### config.mk
export PLATFORM = sky130hd
export DESIGN_NAME = if_fetch_stage
export DESIGN_NICKNAME = d
export VERILOG_FILES = /design/src/rtl/if_fetch_stage.sv
export SDC_FILE = /design/constraint.sdc
export NUM_CORES = 1
export LEC_CHECK = 0
export ABC_AREA = 0
export BUFFER_PORTS_ARGS = -buffer_cell sky130_fd_sc_hd__buf_2
export CAP_MARGIN = 20
export CORE_ASPECT_RATIO = 1.75
export CORE_MARGIN = 10
export CORE_UTILIZATION = 37
export DETAILED_ROUTE_END_ITERATION = 6
export SLEW_MARGIN = 20
export SYNTH_ARGS = -nofsm -noshare
export SYNTH_HDL_FRONTEND = slang
export SYNTH_SLANG_ARGS = --single-unit
### constraint.sdc
create_clock -name clk -period 2.6 [get_ports clk]
set_clock_uncertainty 0.2 [all_clocks]
set_input_delay 0.13 -clock clk [delete_from_list [all_inputs] [get_ports clk]]
set_output_delay 0.13 -clock clk [all_outputs]
set_load 0.02 [all_outputs]
### src/rtl/if_fetch_stage.sv
// Instruction-fetch stage: owns the fetch PC, drives a 1-cycle-latency imem,
// and buffers returned words in a 2-entry skid FIFO ahead of the IF/ID slot.
module if_fetch_stage #(
  parameter int                 PC_W      = 9,
  parameter int                 INSTR_W   = 32,
  parameter logic [PC_W-1:0]    RESET_PC  = '0,
  parameter logic [INSTR_W-1:0] NOP_INSTR = 32'h0000_0013
) (
  input  logic               clk,
  input  logic               reset,
  input  logic               stall_i,
  input  logic               redirect_i,
  input  logic [PC_W-1:0]    redirect_pc_i,
  output logic               imem_req_o,
  output logic [PC_W-1:0]    imem_addr_o,
  input  logic [INSTR_W-1:0] imem_rdata_i,
  output logic               ifid_valid_o,
  output logic [PC_W-1:0]    ifid_pc_o,
  output logic [INSTR_W-1:0] ifid_instr_o
);

  logic [PC_W-1:0]    fetch_pc;
  logic [PC_W-1:0]    req_pc;
  logic               inflight;
  logic [PC_W-1:0]    fifo_pc    [2];
  logic [INSTR_W-1:0] fifo_instr [2];
  logic               rd_ptr;
  logic               wr_ptr;
  logic [1:0]         count;
  logic               pop;
  logic               push;
  logic               issue;

  assign pop  = !stall_i && (count != 2'd0);
  assign push = inflight && !redirect_i;
  // Only request when the word can land: FIFO occupancy plus the word in
  // flight, minus what leaves this cycle, must stay below two.
  assign issue = !reset && !redirect_i &&
                 (({1'b0, count} + {2'b00, inflight}) < (3'd2 + {2'b00, pop}));

  assign imem_req_o  = issue;
  assign imem_addr_o = fetch_pc;

  always_ff @(posedge clk) begin
    // NOTE: all state here is sequential, so every assignment is non-blocking.
    if (reset) begin
      fetch_pc     <= RESET_PC;
      inflight     <= 1'b0;
      count        <= 2'd0;
      rd_ptr       <= 1'b0;
      wr_ptr       <= 1'b0;
      ifid_valid_o <= 1'b0;
      ifid_pc_o    <= '0;
      ifid_instr_o <= NOP_INSTR;
    end else if (redirect_i) begin
      // Redirect beats stall: flush everything, including the returning word.
      fetch_pc     <= redirect_pc_i;
      inflight     <= 1'b0;
      count        <= 2'd0;
      rd_ptr       <= 1'b0;
      wr_ptr       <= 1'b0;
      ifid_valid_o <= 1'b0;
      ifid_instr_o <= NOP_INSTR;
    end else begin
      inflight <= issue;
      if (issue) fetch_pc <= fetch_pc + PC_W'(4);
      if (push)  wr_ptr   <= ~wr_ptr;
      if (pop)   rd_ptr   <= ~rd_ptr;
      count <= count + {1'b0, push} - {1'b0, pop};
      if (pop) begin
        ifid_valid_o <= 1'b1;
        ifid_pc_o    <= fifo_pc[rd_ptr];
        ifid_instr_o <= fifo_instr[rd_ptr];
      end else if (!stall_i) begin
        ifid_valid_o <= 1'b0;
        ifid_instr_o <= NOP_INSTR;
      end
    end
  end

  // NOTE: FIFO storage and the request-PC register are not reset; the
  // pointers and count decide what is live, so stale contents are never read.
  always_ff @(posedge clk) begin
    if (issue) req_pc <= fetch_pc;
    if (push) begin
      fifo_pc[wr_ptr]    <= req_pc;
      fifo_instr[wr_ptr] <= imem_rdata_i;
    end
  end

endmodule
# Yosys cells after proc, flatten, opt, wreduce, memory -nomap -nowiden
# Memory sizes are Yosys's and may differ from the RTL's. A register that Yosys moved wholly into a read port is not among the register bits.
# Cells that the tools add are included.
[totals]
reg_bits = 56
latch_bits = 0
ramBits = 82
romBits = 0
in_bits = 45
out_inout_bits = 52
elab_cells = 41
mem_count = 2
[memory_table]
columns = ["name", "words", "word_bits", "rd", "rd_ports_with_merged_regs", "wr", "line", "text"]
rows = [
  ["fifo_instr", 2, 32, 1, 1, 1, "26", "logic [INSTR_W-1:0] fifo_instr [2];"],
  ["fifo_pc", 2, 9, 1, 1, 1, "25", "logic [PC_W-1:0] fifo_pc [2];"],
]
[op_classes]
n_addsub = 5
mul = 0
n_div = 0
order_cmp = 1
eq_ne = 1
shifts = 0
mux = 10
n_bitwise = 3
n_reduce_logical = 11
[op_table]
columns = ["operator", "count"]
rows = [
  ["$mux W32", 2],
  ["$mux W9", 2],
  ["$add A9 B3 Y9 const B", 1],
  ["$mux W1", 6],
  ["$logic_and A1 B1 Y1", 4],
  ["$reduce_bool A2 Y1", 2],
  ["$add A2 B1 Y3", 1],
  ["$add A2 B1 Y3 const A", 1],
  ["$logic_not A1 Y1", 3],
  ["$lt A3 B3 Y1", 1],
  ["$not A1 Y1", 3],
  ["$add A2 B1 Y2", 1],
  ["$ne A2 B1 Y1 const B", 1],
  ["$reduce_and A2 Y1", 1],
  ["$reduce_or A2 Y1", 1],
  ["$sub A2 B1 Y2", 1],
]

# Logic depth before layout (Yosys ltp)
# Gate-level depths: netlist of run 1.
[depth]
word_depth = 7
ltp_mapped = 10
mapped_depth_nobuf = 8

# Worst setup path before layout of run 1
# No wires, ideal clock.
[synth_path]
path_type = "register -> register"
start = "register inflight"
end = "memory fifo_instr[0][0] (enable)"
arrival_ns = 2.174
slack_ns = -0.213
stages_incl_launch_ff = 3
n_path_buf = 0
path_cell_list = "dfxtp_1 > nand2_1 > nor2_1"
[synth_via]
elab_chain_len = 3
[synth_rtl]
columns = ["element", "line", "text"]
rows = [
  ["start: declaration", "24", "logic inflight;"],
  ["start signal: assignment", "65", "inflight <= issue;"],
  ["$logic_and A1 B1 Y1", "35", "assign push = inflight && !redirect_i;"],
  ["$mux W1", "85", "if (push) begin"],
  ["$mux W1 (not written as such)", "87", "fifo_instr[wr_ptr] <= imem_rdata_i;"],
  ["end: declaration", "26", ""],
]
# Every way passes these cells.

# Worst setup path after layout of run 1
[layout_path]
start = "register count[0]"
end = "output imem_req_o"
[layout_via]
elab_chain_len = 5
word_cells_on_any_way = 6
cone_classes = "add/sub (2); order compare (1); reduce/logical (3)"
[layout_rtl]
columns = ["element", "line", "text"]
rows = [
  ["start: declaration", "29", "logic [1:0] count;"],
  ["start signal: assignment", "69", "count <= count + {1'b0, push} - {1'b0, pop};"],
  ["$reduce_bool A2 Y1", "34", "assign pop = !stall_i && (count != 2'd0);"],
  ["$logic_and A1 B1 Y1", "34", ""],
  ["$add A2 B1 Y3", "39", "(({1'b0, count} + {2'b00, inflight}) < (3'd2 + {2'b00, pop}));"],
  ["$lt A3 B3 Y1 (*)", "39", ""],
  ["$logic_and A1 B1 Y1 (*)", "38", "assign issue = !reset && !redirect_i &&"],
  ["end: declaration", "14", "output logic imem_req_o,"],
]
# Mark *: on every way between the ends. The rest lies on a longest branch, timed or not.

==> results of run 1 <==
==> worst min-delay path, stage by stage <==
cell,delay (ns)
buf_2,0.11
buf_4,0.25
nand2_1,0.11
a21oi_1,0.05
==> per-layer routing <==
| metal | part of all wire (%) | GRT usage, % |
|---|---|---|
| met3 | 5.4 | 3.89 |
| met1 | 37 | 12.0 |
| met4 | 2.3 | 6.48 |
| met5 | 0 | 0 |
| met2 | 56 | 23.3 |
==> per-stage QoR <==
step	util (%)	power [uW]	cell area [um2]	setup WS [ns]
final	50.3	5140	7190	0.149
after global routing	50.3	5350	7190	0.0485
after CTS	50.1	5200	7160	0.0630
after detailed placement	42.4	2830	6070	0.400
after global placement	42.4	2820	6070	0.413
after floorplan	-	2730	5350	0.440
==> sequential cells by signal (all words and copies together), names as in the netlist, named ones only <==
name          cells
rd_ptr            1
imem_addr_o       9
req_pc            9
ifid_instr_o     32
fifo_pc          18
inflight          1
fifo_instr       64
count             2
ifid_pc_o         9
ifid_valid_o      1
wr_ptr            1
==> cells by family (layout without fill, tap and decap cells) <==
kind of cell / after synthesis / count (layout) / synth area share (%)
adders and majority gates: 5 / 5 / 1.17
muxes: 43 / 43 / 8.13
xor gates and xnor gates: 4 / 4 / 0.656
and+or+nand+nor: 109 / 109 / 8.52
DFF: 148 / 148 / 72.5
AOI/OAI and AO/OA: 57 / 57 / 6.82
buffers and inverters: 29 / 202 / 2.20
==> final cells by class <==
cell class                 count  area [um2]  area share (%)
timing repair buffer         161        1110            15.5
clock inverter                 9        76.3            1.06
clock buffer                  23         490            6.82
inverter                       9        37.5           0.522
sequential                   148        3870            53.9
tap                          180         225            3.13
multi-input combinational    218        1370            19.1
==> timing repair <==
item	CTS	global route
hold buffers	52	0
gates resized for setup	1	1
setup endpoints to repair	1	1
buffers inserted	0	4
pin swaps	0	0
hold endpoints to repair	80	0
==> layout by cell type (no fill, tap or decap), types with 8 or more instances in the layout <==
master and count:
dfxtp_1 56, edfxtp_1 91, nor2_1 76, clkbuf_16 19
mux2i_1 40, a21oi_1 30, inv_1 8, a211oi_1 10
buf_4 12, buf_2 96, nand2_1 12, dlygate4sd3_1 52
==> where the power goes <==
group	total (uW)	internal [uW]	switching (uW)
clock	2300	1420	872
sequential	2570	2540	30.5
combinational	276	132	144
total	5140	4100	1050
==> how the worst max path moves through the flow <==
stage	start	endpoint	slack [ns]	cells after the start
5_1_grt	inflight	imem_req_o	0.05	6
3_5_place_dp	inflight	imem_req_o	0.40	6
6_report	count[0]	imem_req_o	0.15	6
2_1_floorplan	count[1]	count[1]	0.44	10
4_1_cts	inflight	imem_req_o	0.06	6
3_3_place_gp	inflight	imem_req_o	0.41	6
==> flow_metrics.py, run 1 <==
metrics = {
    "grt": {
        "overflow": 0,
        "grt_pass1_wl_mm": 19.5,
        "track_usage_pct": 12.5,
        "antenna_found_initial": 0,
        "grt_max_degree": 35,
        "grt_pass1_vias": 3927,
    },
    "min_path": {
        "min_from": "stall_i",
        "holdPathStages": 4,
        "holdPathEnd": "ifid_valid_o",
        "min_path_type": "in2reg",
    },
    "yosys": {
        "async_flop_share_pct": 0,
        "ys_ff_latch": 148,
        "synth_cells": 395,
        "syn_area_um2": 5340,
        "yosys_warnings": 0,
        "yosys-top-cells-count": "edfxtp_1, nor2_1, dfxtp_1, mux2i_1, a21oi_1",
        "synthTopCellsByArea": "edfxtp_1, dfxtp_1, mux2i_1, nor2_1, a21oi_1",
        "synth.net_count": 445,
        "synthFlopType": "edfxtp_1",
        "synth_most_common_cell": "edfxtp_1",
        "synth_top_cell_by_area": "edfxtp_1",
        "synth.top_cell.area_share_pct": 51.1,
        "avgSynthCellArea_um2": 13.5,
        "ys_seq_area_share_pct": 72.5,
        "synth_cell_types": 38,
        "synth_edf_count": 91,
    },
    "floorplan": {
        "coreArea_um2": 14300,
        "die_x_um": 111,
        "rows": 58,
        "die_y_um": 179,
        "initial_core_util_pct": 37.4,
        "num_io_pins": 97,
        "die_area_um2": 19800,
    },
    "clock_network": {
        "cts_buffers": 17,
        "cts.htree.levels": 4,
        "cts_tree": "yes",
        "insertion_delay_ns": 0.41,
        "cts_root_buf": "clkbuf_16",
        "clkTransAtPathRegs_ns": 0.06,
        "cts.path.max_buffers": 2,
        "cts.sinks": 148,
    },
    "timing": {
        "max_slew_margin_pct": 56.8,
        "fmax_mhz": 408,
        "setup-tns-final_ns": 0,
        "report.final.slew_viol_count": 0,
        "period_share_pct": 94.3,
        "setup_violations": 0,
        "min_period_ns": 2.45,
        "rsz0062_at_grt": "no",
        "finalHoldViolations": 0,
        "worstMarginPinSlew_ns": 0.647,
        "hold_slack_ns": 0.0983,
    },
    "power_and_ir_drop": {
        "power.density_nw_per_um2": 716,
        "ir_drop_mv": 0.382,
        "p_leak_uw": 0.00273,
    },
    "route": {
        "drtIter0Drc": 172,
        "detail_route.wl_per_cell_um": 16.3,
        "drtPass1Iterations": 4,
        "vias_per_cell": 4.81,
        "final_antenna_net_count": 0,
        "wl_mm": 12.2,
        "drc_errors": 0,
        "num_vias": 3599,
    },
    "cells_and_area": {
        "n_fill_cell": 1265,
        "drive_gt1_share_pct": 26.1,
        "syn2layout_area_growth_pct": 34.6,
        "insertedDiodeCount": 0,
        "nets": 605,
        "finalNonFillerCells": 748,
    },
    "worst_setup_path": {
        "r2r-start": "count[0]",
        "path_cells": "ha_1 > ha_1 > o21ai_1 > nand2_1 > clkinvlp_4 > buf_2",
        "cp.arrival_ns": 2.12,
        "r2r_end": "imem_addr_o[2]",
        "cp.required_ns": 2.27,
        "cpLargestDelayFamily": "adder cells",
        "critical_path.max_fanout": 7,
        "timing.critical_path.mode_cell": "ha_1",
        "crit_type": "reg2out",
        "cp-start-kind": "register",
        "worst_r2r_path_depth": 6,
        "ff2ff_setup_slack_ns": 0.23,
        "cpPeakStageDelay_ns": 0.35,
        "cp_num_buf_inv": 2,
        "crit_slowest_cell": "dfxtp_1",
        "endpoint_kind": "output port",
    },
    "place": {
        "place_inst": 660,
        "dp.final_hpwl_mm": 8.27,
        "port_buffers": 96,
        "gp_congestion": 0.883,
    },
    "run_status": {
        "run_status": "complete, no violations",
    },
    "flow_run": {
        "drv_cap": 0,
    },
}
No activity file was read; power rests on OpenSTA's default activity.
==> run 2, diff against run 1 <==
--- a/config.mk
+++ b/config.mk
@@ -11,8 +11,9 @@
 export CORE_ASPECT_RATIO = 1.75
 export CORE_MARGIN = 10
 export CORE_UTILIZATION = 37
+export CTS_BUF_LIST = sky130_fd_sc_hd__clkbuf_16
+export CTS_CLUSTER_DIAMETER = 200
 export DETAILED_ROUTE_END_ITERATION = 6
-export SLEW_MARGIN = 20
 export SYNTH_ARGS = -nofsm -noshare
 export SYNTH_HDL_FRONTEND = slang
 export SYNTH_SLANG_ARGS = --single-unit
==> run 2 against run 1 <==
Effect of this change:
- die area is the same
- clock-buffer cell count decreased by 4
- routed wire length shrank 0.31%
- sequential power hardly changed
- critical path type unchanged
- largest cell class unchanged
- largest power group unchanged
- highest routed layer unchanged
==> flow_metrics.py, run 2 (same netlist as run 1, synthesis figures left out) <==
metrics = {
    "route": {
        "vias_per_cell": 4.81,
        "drc_errors": 0,
        "num_vias": 3599,
        "drtPass1Iterations": 4,
        "drtIter0Drc": 155,
        "final_antenna_net_count": 0,
        "wl_mm": 12.1,
        "detail_route.wl_per_cell_um": 16.2,
    },
    "worst_setup_path": {
        "path_cells": "ha_1 > ha_1 > o21ai_1 > nand2_1 > clkinvlp_4 > buf_2",
        "cp.required_ns": 2.27,
        "cpLargestDelayFamily": "adder cells",
        "crit_type": "reg2out",
        "ff2ff_setup_slack_ns": 0.24,
        "cp_num_buf_inv": 2,
        "critical_path.max_fanout": 7,
        "r2r-start": "inflight",
        "endpoint_kind": "output port",
        "crit_slowest_cell": "dfxtp_1",
        "timing.critical_path.mode_cell": "ha_1",
        "worst_r2r_path_depth": 6,
        "cpPeakStageDelay_ns": 0.34,
        "cp.arrival_ns": 2.11,
        "r2r_end": "imem_addr_o[2]",
        "cp-start-kind": "register",
    },
    "cells_and_area": {
        "final_common_cell": "buf_2",
        "mostFrequentLayoutCells": "buf_2, edfxtp_1, nor2_1",
        "syn2layout_area_growth_pct": 34.6,
        "largest_register_ffs": 64,
        "drive_gt1_share_pct": 26.1,
        "regMostFlops": "fifo_instr",
        "nets": 605,
        "final_util_pct": 50.3,
        "finalNonFillerCells": 748,
        "n_fill_cell": 1265,
        "fin_area_um2": 7190,
        "reg_top3": "fifo_instr (64), ifid_instr_o (32), fifo_pc (18)",
        "insertedDiodeCount": 0,
    },
    "timing": {
        "worstMarginPinSlew_ns": 0.647,
        "hold_slack_ns": 0.0979,
        "setup_violations": 0,
        "finalHoldViolations": 0,
        "period_share_pct": 94.0,
        "fmax_mhz": 409,
        "max_slew_margin_pct": 56.8,
        "min_period_ns": 2.44,
        "setup-tns-final_ns": 0,
        "report.final.slew_viol_count": 0,
        "rsz0062_at_grt": "no",
    },
    "min_path": {
        "min_from": "stall_i",
        "holdPathStages": 4,
        "holdPathEnd": "ifid_valid_o",
        "min_path_type": "in2reg",
    },
    "power_and_ir_drop": {
        "internal-power_uw": 4080,
        "p_clk_share_pct": 44.5,
        "power.density_nw_per_um2": 714,
        "p_leak_uw": 0.00274,
        "net-switching-power_uw": 1050,
        "pwr-share-comb_pct": 5.4,
        "ir_drop_mv": 0.384,
        "seq_power_share_pct": 50.1,
        "swShare_pct": 20.5,
    },
    "place": {
        "port_buffers": 96,
        "gp_congestion": 0.883,
        "place_inst": 660,
        "dpl-instance-area_um2": 6070,
        "dp.final_hpwl_mm": 8.27,
    },
    "floorplan": {
        "rows": 58,
        "die_x_um": 111,
        "die_y_um": 179,
        "num_io_pins": 97,
        "die_area_um2": 19800,
        "coreArea_um2": 14300,
        "initial_core_util_pct": 37.4,
    },
    "clock_network": {
        "clkTransAtPathRegs_ns": 0.06,
        "cts_buffers": 17,
        "cts.sinks": 148,
        "insertion_delay_ns": 0.41,
        "cts_root_buf": "clkbuf_16",
        "cts.path.max_buffers": 2,
        "cts_tree": "yes",
        "cts.htree.levels": 4,
    },
    "grt": {
        "track_usage_pct": 12.5,
        "grt_pass1_wl_mm": 19.5,
        "antenna_found_initial": 0,
        "grt_max_degree": 35,
        "grt_pass1_vias": 3927,
        "overflow": 0,
    },
    "flow_run": {
        "drv_cap": 0,
    },
    "run_status": {
        "run_status": "complete, no violations",
    },
}
-- run 2: final cells by class --
cell class	count	area (um2)	share of cell area, %
Tap cell	180	225	3.13
Multi-Input combinational cell	218	1370	19.1
Clock buffer	19	475	6.61
Sequential cell	148	3870	53.9
Timing Repair Buffer	161	1110	15.5
Clock inverter	13	91.3	1.27
Inverter	9	37.5	0.522
-- run 2: layer usage --
metal | track usage, % | vias up | share of wire (%)
met5 | 0 | - | 0
met4 | 6.48 | 0 | 2.5
met3 | 3.89 | 31 | 5.3
met1 | 12.0 | 1716 | 37
li1 | - | 1750 | -
met2 | 23.3 | 102 | 55
-- run 2: metrics by stage --
stage / power (uW) / worst slack [ns]
detailed placement: 2830 / 0.400
global route: 5330 / 0.0485
finish: 5130 / 0.156
CTS: 5190 / 0.0630
global placement: 2820 / 0.413
floorplan: 2730 / 0.440
-- run 2: how the worst max path moves through the flow --
stage                 endpoint  slack [ns]  cells past startpoint     start
finish              imem_req_o        0.16                      6  inflight
global route        imem_req_o        0.05                      6  inflight
CTS                 imem_req_o        0.06                      6  inflight
detailed placement  imem_req_o        0.40                      6  inflight
global placement    imem_req_o        0.41                      6  inflight
floorplan             count[1]        0.44                     10  count[1]
-- run 2: power groups by stage --
stage | clock network (uW) | registers [uW] | logic, uW
after floorplan | 0 | 2630 | 96.0
after global placement | 0 | 2620 | 203
after detailed placement | 0 | 2620 | 207
after CTS | 2340 | 2570 | 272
after global routing | 2450 | 2580 | 304
final | 2280 | 2570 | 276
-- run 2: worst reg2reg max path: stages (launching register included) --
cell           delay, ns
dfxtp_1             0.34
ha_1                0.21
ha_1                0.29
o21ai_1             0.26
nand2_1             0.23
o221ai_1            0.22
dlygate4sd3_1       0.57
-- run 2: timing repair --
action	CTS	global route
hold endpoints to repair	80	0
buffers inserted	0	4
resized for setup	1	1
endpoints found under the setup margin	1	1
hold buffers	52	0
==> run 3, diff against run 2 <==
==> constraint.sdc (replaced) <==
create_clock -name clk -period 3.2 [get_ports clk]
set_clock_uncertainty 0.2 [all_clocks]
set_input_delay 0.16 -clock clk [delete_from_list [all_inputs] [get_ports clk]]
set_output_delay 0.16 -clock clk [all_outputs]
set_load 0.02 [all_outputs]
==> run 3 against run 2 <==
Effect of this change:
- sequential share of layout area rose by 0.90 points
- die area did not move
- clock-buffer cell count fell by 2
- routed wire length fell by 2.0%
- first-iteration DRC count fell by 21%
- flip-flop and latch count did not move
- non-clock buffer count fell by 17
- combinational power fell by 26%
- clock power fell by 11%
- worst setup slack improved by 0.38 ns
- critical path type unchanged
- largest power group unchanged
==> flow_metrics.py, run 3 (same netlist as run 1, synthesis figures left out) <==
metrics = {
    "grt": {
        "antenna_found_initial": 0,
        "grt_pass1_vias": 3721,
        "grt_pass1_wl_mm": 18.6,
        "track_usage_pct": 11.9,
        "grt_max_degree": 42,
        "overflow": 0,
    },
    "timing": {
        "period_share_pct": 83.3,
        "fmax_mhz": 375,
        "min_period_ns": 2.66,
        "report.final.slew_viol_count": 0,
        "max_slew_margin_pct": 30.1,
        "finalHoldViolations": 0,
        "worstMarginPinSlew_ns": 1.05,
        "rsz0062_at_grt": "no",
        "setup_violations": 0,
        "setup-tns-final_ns": 0,
    },
    "min_path": {
        "min_from": "redirect_i",
        "min_path_type": "in2reg",
        "holdPathEnd": "imem_addr_o[2]",
        "holdPathStages": 3,
    },
    "route": {
        "drtIter0Drc": 122,
        "drtPass1Iterations": 5,
        "drc_errors": 0,
        "final_antenna_net_count": 0,
        "detail_route.wl_per_cell_um": 16.3,
        "vias_per_cell": 4.85,
        "num_vias": 3547,
        "wl_mm": 11.9,
    },
    "flow_run": {
        "drv_cap": 0,
    },
    "clock_network": {
        "insertion_delay_ns": 0.41,
        "cts_tree": "yes",
        "cts.sinks": 148,
        "clkTransAtPathRegs_ns": 0.06,
        "cts_buffers": 17,
        "hold_buffers": 44,
        "cts.htree.levels": 4,
        "post_cts_resized": 0,
        "cts.path.max_buffers": 2,
        "post_cts_buffers": 0,
        "cts_root_buf": "clkbuf_16",
    },
    "worst_setup_path": {
        "ff2ff_setup_slack_ns": 0.71,
        "critical_path.max_fanout": 20,
        "worst_r2r_path_depth": 5,
        "r2r_end": "imem_addr_o[3]",
        "crit_type": "reg2out",
        "cp-start-kind": "register",
        "cp.arrival_ns": 2.30,
        "cp.required_ns": 2.84,
        "r2r-start": "count[1]",
        "endpoint_kind": "output port",
    },
    "power_and_ir_drop": {
        "p_leak_uw": 0.00266,
        "power.density_nw_per_um2": 613,
        "ir_drop_mv": 0.360,
        "total_power_uw": 4330,
    },
    "cells_and_area": {
        "nets": 588,
        "mostFrequentLayoutCells": "buf_2, edfxtp_1, nor2_1",
        "insertedDiodeCount": 0,
        "largest_register_ffs": 64,
        "regMostFlops": "fifo_instr",
        "drive_gt1_share_pct": 25.2,
        "syn2layout_area_growth_pct": 32.4,
        "reg_top3": "fifo_instr (64), ifid_instr_o (32), fifo_pc (18)",
        "final_common_cell": "buf_2",
    },
    "floorplan": {
        "die_y_um": 179,
        "initial_core_util_pct": 37.4,
        "die_area_um2": 19800,
        "rows": 58,
        "die_x_um": 111,
        "coreArea_um2": 14300,
        "num_io_pins": 97,
    },
    "run_status": {
        "run_status": "complete, no violations",
    },
    "place": {
        "port_buffers": 96,
        "gp_congestion": 0.875,
        "dp.final_hpwl_mm": 8.00,
    },
}
-- run 3: changes by cell type in the layout (fill, tap and decap cells not counted), sizes merged --
cell         before  now
bufinv            1    4
clkinvlp          1    4
dlygate4sd3      52   44
clkbuf           19   17
buf             109  100
inv              14   11
clkinv            6    5
-- run 3: stage by stage --
stage          util [%]  instance area [um2]  hold WS, ns  instances  setup slack (ns)
2_1_floorplan         -                 5340       0.0589        395             0.387
3_3_place_gp       42.1                 6020        0.150        655              1.01
3_5_place_dp       42.1                 6020        0.153        655             0.964
4_1_cts            49.5                 7070      0.00828        731             0.519
5_1_grt            49.5                 7070       0.0380        731             0.317
6_report           49.5                 7070       0.0216        731             0.535
-- run 3: layout make-up --
cell class	count	area (um2)
fill	1256	7220
sequential	148	3870
multi-input combinational	218	1370
timing repair buffer	144	951
clock buffer	17	425
tap	180	225
clock inverter	15	190
inverter	9	33.8
-- run 3: how the worst max path moves through the flow --
stage / end / start / cells past startpoint
floorplan: fifo_instr[0][0] / inflight / 2
global placement: imem_req_o / inflight / 6
detailed placement: imem_req_o / inflight / 6
CTS: imem_req_o / inflight / 6
global route: imem_req_o / count[1] / 5
finish: imem_req_o / count[1] / 5
-- run 3: layer usage --
metal  GRT usage (%)  share of wire, %  up-vias
li1                -                 -     1722
met1            11.5                38     1708
met2            22.0                56      101
met3            3.22               4.4       16
met4            7.03               2.3        0
met5               0                 0        -
-- run 3: critical path: stages (launching register included) --
cell and delay [ns]:
dfxtp_1 0.42, o21bai_4 0.23, o21ai_1 0.44, nand2_1 0.20, inv_1 0.36, buf_2 0.25
-- run 3: power breakdown --
group	total, uW	internal [uW]	switching (uW)	leakage, uW
Clock	2040	1300	739	0.000294
Sequential	2090	2070	26.2	0.00130
Combinational	205	94.3	111	0.00108
Total	4330	3460	876	0.00266
